$ cat src/rtl/uart_buffer_ctrl.sv
// uart_buffer_ctrl: circular FIFO controller that shares one genram port
// between the uart_rx writer and the uart_tx reader; writes win.
module uart_buffer_ctrl #(
  parameter int AW = 4,
  parameter int DW = 8
) (
  input  logic          clk,
  input  logic          rstn,
  input  logic          clr,
  input  logic          rcv,
  input  logic [DW-1:0] rx_data,
  input  logic          tx_ready,
  output logic          tx_start,
  output logic [AW-1:0] ram_addr,
  output logic          ram_rw,
  output logic [DW-1:0] ram_din,
  output logic [AW:0]   count,
  output logic          empty,
  output logic          full,
  output logic          ovf
);

  typedef enum logic [2:0] {
    IDLE,
    WRITE,
    READ,
    SEND,
    WAIT_BUSY
  } state_e;

  localparam logic [AW-1:0] PTR_ONE = {{(AW-1){1'b0}}, 1'b1};
  localparam logic [AW:0]   CNT_ONE = {{AW{1'b0}}, 1'b1};

  state_e        state_q, state_d;
  logic [AW-1:0] wr_ptr_q, wr_ptr_d;
  logic [AW-1:0] rd_ptr_q, rd_ptr_d;
  logic [AW:0]   count_q, count_d;
  logic          pend_q, pend_d;
  logic [DW-1:0] data_q, data_d;
  logic          ovf_q, ovf_d;
  logic          is_full;
  logic          is_empty;

  // count never exceeds DEPTH, so its MSB alone marks full
  assign is_full  = count_q[AW];
  assign is_empty = (count_q == '0);

  always_comb begin
    state_d  = state_q;
    wr_ptr_d = wr_ptr_q;
    rd_ptr_d = rd_ptr_q;
    count_d  = count_q;
    pend_d   = pend_q;
    data_d   = data_q;
    ovf_d    = ovf_q;

    unique case (state_q)
      IDLE: begin
        if (pend_q && is_full) begin
          pend_d = 1'b0;
          ovf_d  = 1'b1;
        end else if (pend_q) begin
          state_d = WRITE;
        end else if (!is_empty && tx_ready) begin
          state_d = READ;
        end
      end
      WRITE: begin
        wr_ptr_d = wr_ptr_q + PTR_ONE;
        count_d  = count_q + CNT_ONE;
        pend_d   = 1'b0;
        state_d  = IDLE;
      end
      READ: begin
        state_d = SEND;
      end
      SEND: begin
        rd_ptr_d = rd_ptr_q + PTR_ONE;
        count_d  = count_q - CNT_ONE;
        state_d  = WAIT_BUSY;
      end
      WAIT_BUSY: begin
        if (!tx_ready) state_d = IDLE;
      end
      default: begin
        state_d = IDLE;
      end
    endcase

    // a fresh byte overrides the WRITE-cycle clear of pend
    if (rcv) begin
      if (pend_q && (state_q != WRITE)) begin
        ovf_d = 1'b1;
      end else begin
        pend_d = 1'b1;
        data_d = rx_data;
      end
    end

    if (clr) begin
      state_d  = IDLE;
      wr_ptr_d = '0;
      rd_ptr_d = '0;
      count_d  = '0;
      pend_d   = 1'b0;
      ovf_d    = 1'b0;
    end
  end

  always_ff @(posedge clk or negedge rstn) begin
    if (!rstn) begin
      state_q  <= IDLE;
      wr_ptr_q <= '0;
      rd_ptr_q <= '0;
      count_q  <= '0;
      pend_q   <= 1'b0;
      data_q   <= '0;
      ovf_q    <= 1'b0;
    end else begin
      state_q  <= state_d;
      wr_ptr_q <= wr_ptr_d;
      rd_ptr_q <= rd_ptr_d;
      count_q  <= count_d;
      pend_q   <= pend_d;
      data_q   <= data_d;
      ovf_q    <= ovf_d;
    end
  end

  assign tx_start = (state_q == SEND) && !clr;
  assign ram_rw   = (state_q != WRITE);
  assign ram_addr = (state_q == WRITE) ? wr_ptr_q : rd_ptr_q;
  assign ram_din  = data_q;
  assign count    = count_q;
  assign empty    = is_empty;
  assign full     = is_full;
  assign ovf      = ovf_q;

endmodule
$ cat config.mk
export PLATFORM = sky130hd
export DESIGN_NAME = uart_buffer_ctrl
export DESIGN_NICKNAME = d
export VERILOG_FILES = /design/src/rtl/uart_buffer_ctrl.sv
export SDC_FILE = /design/constraint.sdc
export NUM_CORES = 1
export LEC_CHECK = 0
export BUFFER_PORTS_ARGS = -buffer_cell sky130_fd_sc_hd__buf_2
export CORE_UTILIZATION = 58
export CTS_BUF_LIST = sky130_fd_sc_hd__clkbuf_2 sky130_fd_sc_hd__clkbuf_4 sky130_fd_sc_hd__clkbuf_8
export DETAILED_ROUTE_END_ITERATION = 12
export GPL_ROUTABILITY_DRIVEN = 1
export GPL_TIMING_DRIVEN = 0
export PLACE_DENSITY_LB_ADDON = 0.08
export SYNTH_ARGS = -nofsm -noshare
export SYNTH_HDL_FRONTEND = slang
export SYNTH_SLANG_ARGS = --single-unit
$ cat constraint.sdc
create_clock -name clk -period 5.4 [get_ports clk]
set_clock_uncertainty 0.2 [all_clocks]
set_input_delay 0.81 -clock clk [delete_from_list [all_inputs] [get_ports clk]]
set_output_delay 0.81 -clock clk [all_outputs]
set_load 0.02 [all_outputs]
# Yosys cells after proc, flatten, opt, wreduce, memory -nomap -nowiden

Index checks and enable logic that the tools add are counted.

Bits in registers: 26
Input port bits: 13
Output and inout bits: 22
Logic and storage cells: 56

Add/subtract/negate cells: 4
Eq/ne operators: 8
Mux-type cells: 23
Bitwise logic cells: 1
Reduce and logical (&&, ||, !) cells: 13

Operator list:

| kind                                                                  | number |
|---|---|
| 4-bit two-way mux                                                     | 5 |
| 3-bit two-way mux                                                     | 5 |
| 3-bit one-hot mux with 4 select lines                                 | 1 |
| 5-bit one-hot mux with 2 select lines                                 | 1 |
| 1-bit two-way mux                                                     | 9 |
| 4-bit by 1-bit adder with 4-bit output, second input constant         | 2 |
| 3-bit by 2-bit equality test with 1-bit output, second input constant | 2 |
| 3-bit != test, second input constant                                  | 2 |
| 5-bit by 1-bit adder with 5-bit output, second input constant         | 1 |
| 5-bit logical NOT                                                     | 1 |
| 5-bit two-way mux                                                     | 1 |
| 5-bit by 1-bit subtractor with 5-bit output, second input constant    | 1 |
| 1-bit logical AND                                                     | 4 |
| 4-bit != test, second input constant                                  | 1 |
| 2-bit nonzero test                                                    | 2 |
| 3-bit by 1-bit equality test with 1-bit output, second input constant | 1 |
| 3-bit equality test, second input constant                            | 1 |
| 3-bit logical NOT                                                     | 1 |
| 3-bit by 1-bit != test with 1-bit output, second input constant       | 1 |
| 3-bit AND reduction                                                   | 1 |
| 3-bit nonzero test                                                    | 1 |
| 1-bit logical NOT                                                     | 2 |
| 1-bit one-hot mux with 2 select lines                                 | 1 |
| 2-bit AND reduction                                                   | 1 |
| 1-bit NOT                                                             | 1 |

# Longest topological paths before layout

Depth after elaboration: 8
Mapped depth: 11

# Worst setup path before layout

OpenSTA, ideal clock, no wires.

Path type: input port to output port
Start point: input clr
End point: output tx_start
Data arrival time: 1.529 ns
Required time: 4.390 ns
Setup slack: 2.861 ns
Cell stages on the path: 3
Buffers on the path: 2
Path through: clkbuf_1 > clkbuf_1 > nor2_1

Longest elaborated chain between the ends: 2

Ends and longest elaborated chain:

| element            | RTL line | text |
|---|---|---|
| start: declaration | 9        | `input logic clr,` |
| 1-bit logical NOT  | 130      | `assign tx_start = (state_q == SEND) && !clr;` |
| 1-bit logical AND  | 130      |  |
| end: declaration   | 13       | `output logic tx_start,` |

No other way between the ends.

# Worst setup path after layout

Same ends and word-level chain as after synthesis.

==> results by group <==
Status
  – Outcome: finished clean

Global routing
  – First-pass GRT wire length: 4490 microns
  – Remaining Overflow, GRT: 0
  – Initial antenna violation count: 0
  – Number of global-route vias before repair: 1063
  – Largest net degree at the start of global routing: 27
  – Overall global routing resource usage: between 20% and 30%

Setup path
  – Critical path start-end classification: input pin to primary output
  – Worst setup EP type: primary output
  – Crit Path Max Fanout: 10
  – CP Launch Type: input pin
  – Critical Path RT: around 4400 ps
  – RR Endpoint: count[4]$_DFFE_PN0P_
  – Worst r2r path cells: 11
  – Reg2reg setup slack: 3090 ps
  – Worst R2R Start: state_q[0]$_DFFE_PN0P_
  – CP Data Arrival Time: 1870 ps

Drt
  – Post-DRT Antenna Nets: 0
  – Avg Vias per Cell: between 5 and 6
  – Avg WL per Cell: 13.3 microns
  – DRC: 0
  – Drt first-iter violations: 10
  – First-pass DRT Iterations: 4
  – Detailed-route via count: 1031
  – Final wirelength: 2560 microns

Yosys
  – Synth top area cells: dfrtp_1 48%, mux2_2 6.7%, nand2_1 5.6%
  – Mean Syn Cell Area: 10.5 sq um
  – Cell taking the most area after synthesis: dfrtp_1
  – YS warnings: 0
  – Most used flip-flop cell after synthesis: dfrtp_1
  – Count leader, synth: dfrtp_1
  – Netlist Area Pre-Place: about 0.0013 sq mm
  – Synth Net Count: 145
  – Post-synth top cells: 26 x dfrtp_1, 20 x nand2_1, 16 x nor2_1, 8 x mux2_2, 7 x xor2_1
  – Syn Inst Count: 128
  – Top cell type's share of synthesized area: 48.3%
  – Register area share after synthesis: 48.3%
  – Ys async rst share: 100%
  – Register bit total from synthesis: 26
  – Number of synthesized flops with an enable pin: 0
  – Synth unique cells: 36

Clock tree
  – CTS max path bufs: 2
  – CTS tree: yes
  – Post-CTS Setup Bufs: 0
  – Post-CTS Hold Fix Bufs: 0
  – CTS resizes: 0
  – CTS sink cnt: 26
  – H-tree depth: 1
  – CTS buffer count: 3
  – Clock root buffer: clkbuf_4
  – Worst-path clk slew: about 150 ps
  – Clock Latency Late Sink: 330 ps

Layout
  – Fill count: 166
  – Multi-input logic area: 631 sq um
  – # diodes: 0
  – Core Util, Final: 73.0%
  – Fraction of layout cells with a size suffix above 1: 35.2%
  – Register area: 651 sq um
  – Post-route cell area: 0.00160 sq mm
  – Synthesis-to-layout area growth: 18.8%
  – Nets: 183

Power
  – LEAKAGE: 0.815 nW
  – Pwr dens: 289 mW/mm^2
  – Total power: roughly 460 uW
  – Peak supply drop: around 0.00018 V

Floorplanning
  – Site Rows: 17
  – Die Y: 50.2 microns
  – Die X: 50.2 microns
  – # IOs: 35
  – Core box area: 0.00219 sq mm
  – Initial Utilization: 61.5%
  – Die footprint: 0.00252 sq mm

Place
  – Area after DPL: 0.00155 sq mm
  – Number of port buffers: 33
  – Post-DP HPWL: ~1800 microns
  – Gpl congestion: 0.798

Timing
  – Slew margin rel.: 61.4%
  – Final setup vio count: 0
  – Measured slew at the worst slew-check pin: ~580 ps
  – Fin. max-slew vios: 0
  – Max Fclk: 347 MHz
  – Fin Setup TNS: 0 ps
  – Fin. Hold Viols: 0
  – RSZ-0062 raised after global routing: false
  – Crit path time final: a little under 3000 ps
  – Tcrit/Tclk final: a little over half

Min path
  – Worst hold path type: input pin to async pin

Job
  – Max-cap violations: 0
[power by group]
group | total, mW | switching (mW) | internal, mW
Clock | 0.136 | 0.0606 | 0.0751
Sequential | 0.224 | 0.0125 | 0.211
Combinational | 0.103 | 0.0606 | 0.0423
[worst max path at each step]
stage | startpoint | to | slack [ps] | cells past startpoint
2_1_floorplan | clr | tx_start | 2860 | 3
3_3_place_gp | clr | tx_start | 2530 | 4
3_5_place_dp | clr | tx_start | 2510 | 4
4_1_cts | clr | tx_start | 2510 | 4
5_1_grt | clr | tx_start | 2370 | 4
6_report | clr | tx_start | 2520 | 4
[through the flow]
| step | setup slack (ps) | instances | hold WS (ps) |
|---|---|---|---|
| after floorplan | 2860 | 128 | 304 |
| after global placement | 2530 | 189 | 278 |
| after detailed placement | 2510 | 189 | 289 |
| after CTS | 2510 | 193 | 269 |
| after global routing | 2370 | 193 | 297 |
| final | 2520 | 193 | 252 |
[cells by family after synthesis]
kind of cell | Yosys count | share of synthesized area, %
xor+xnor | 11 | 7.15
mux | 10 | 8.17
compound gates | 13 | 7.71
simple gates | 53 | 20.1
buf+inv | 11 | 4.92
flops | 26 | 48.3
fa+ha+maj | 4 | 3.71
[cell type report]
cell class	count	share of cell area (%)
Sequential cell	26	40.7
Timing Repair Buffer	33	10.3
Inverter	4	1.25
Clock buffer	3	1.41
Tap cell	28	2.19
Clock inverter	1	1.88
Buffer	7	2.89
Multi-Input combinational cell	91	39.4
[metal layers]
metal  global-route usage [%]  part of all wire (%)  vias up  wire [microns]
li1                         -                     -      513               -
met4                     11.9                   1.7        0              43
met2                     38.4                    47       24            1210
met5                        0                     0        -               0
met1                     31.3                    48      489            1230
met3                     3.03                   3.2        5              81
[sequential cells by signal, summed over array words and instances (netlist names)]
| name | flops |
|---|---|
| wr_ptr_q | 4 |
| count | 5 |
| state_q | 3 |
| pend_q | 1 |
| rd_ptr_q | 4 |
| ovf | 1 |
| ram_din | 8 |
[worst max-delay path, cell delays in order]
cell	delay (ps)
clkbuf_1	370
clkbuf_1	430
nor2_1	90
buf_2	170
[layout by cell type, fill, tap and decap left out]
| master | n |
|---|---|
| a21oi_1 | 4 |
| mux2_2 | 8 |
| o21a_1 | 1 |
| bufinv_16 | 1 |
| inv_6 | 1 |
| nor3b_4 | 1 |
| a211oi_2 | 1 |
| o21ai_4 | 1 |
| a211oi_1 | 2 |
| clkbuf_4 | 3 |
| xor2_1 | 7 |
| buf_6 | 1 |
| nand4_1 | 3 |
| ha_1 | 4 |
| nor4_1 | 3 |
| a311oi_1 | 1 |
| and3_1 | 1 |
| nor2b_4 | 1 |
| buf_4 | 3 |
| nor2b_1 | 1 |
| dfrtp_1 | 26 |
| nor3_1 | 1 |
| clkbuf_1 | 2 |
| buf_2 | 34 |
| and4b_1 | 1 |
| or2_2 | 1 |
| nor3b_1 | 2 |
| mux2i_1 | 2 |
| o21ai_0 | 1 |
| inv_2 | 1 |
| nand2_1 | 20 |
| a311o_1 | 1 |
| xnor2_1 | 4 |
| inv_1 | 2 |
| o311ai_0 | 1 |
| nor2_1 | 16 |
| nand3_1 | 1 |
| nand2_4 | 1 |
Note: power is estimated with default switching activity, not from simulation.
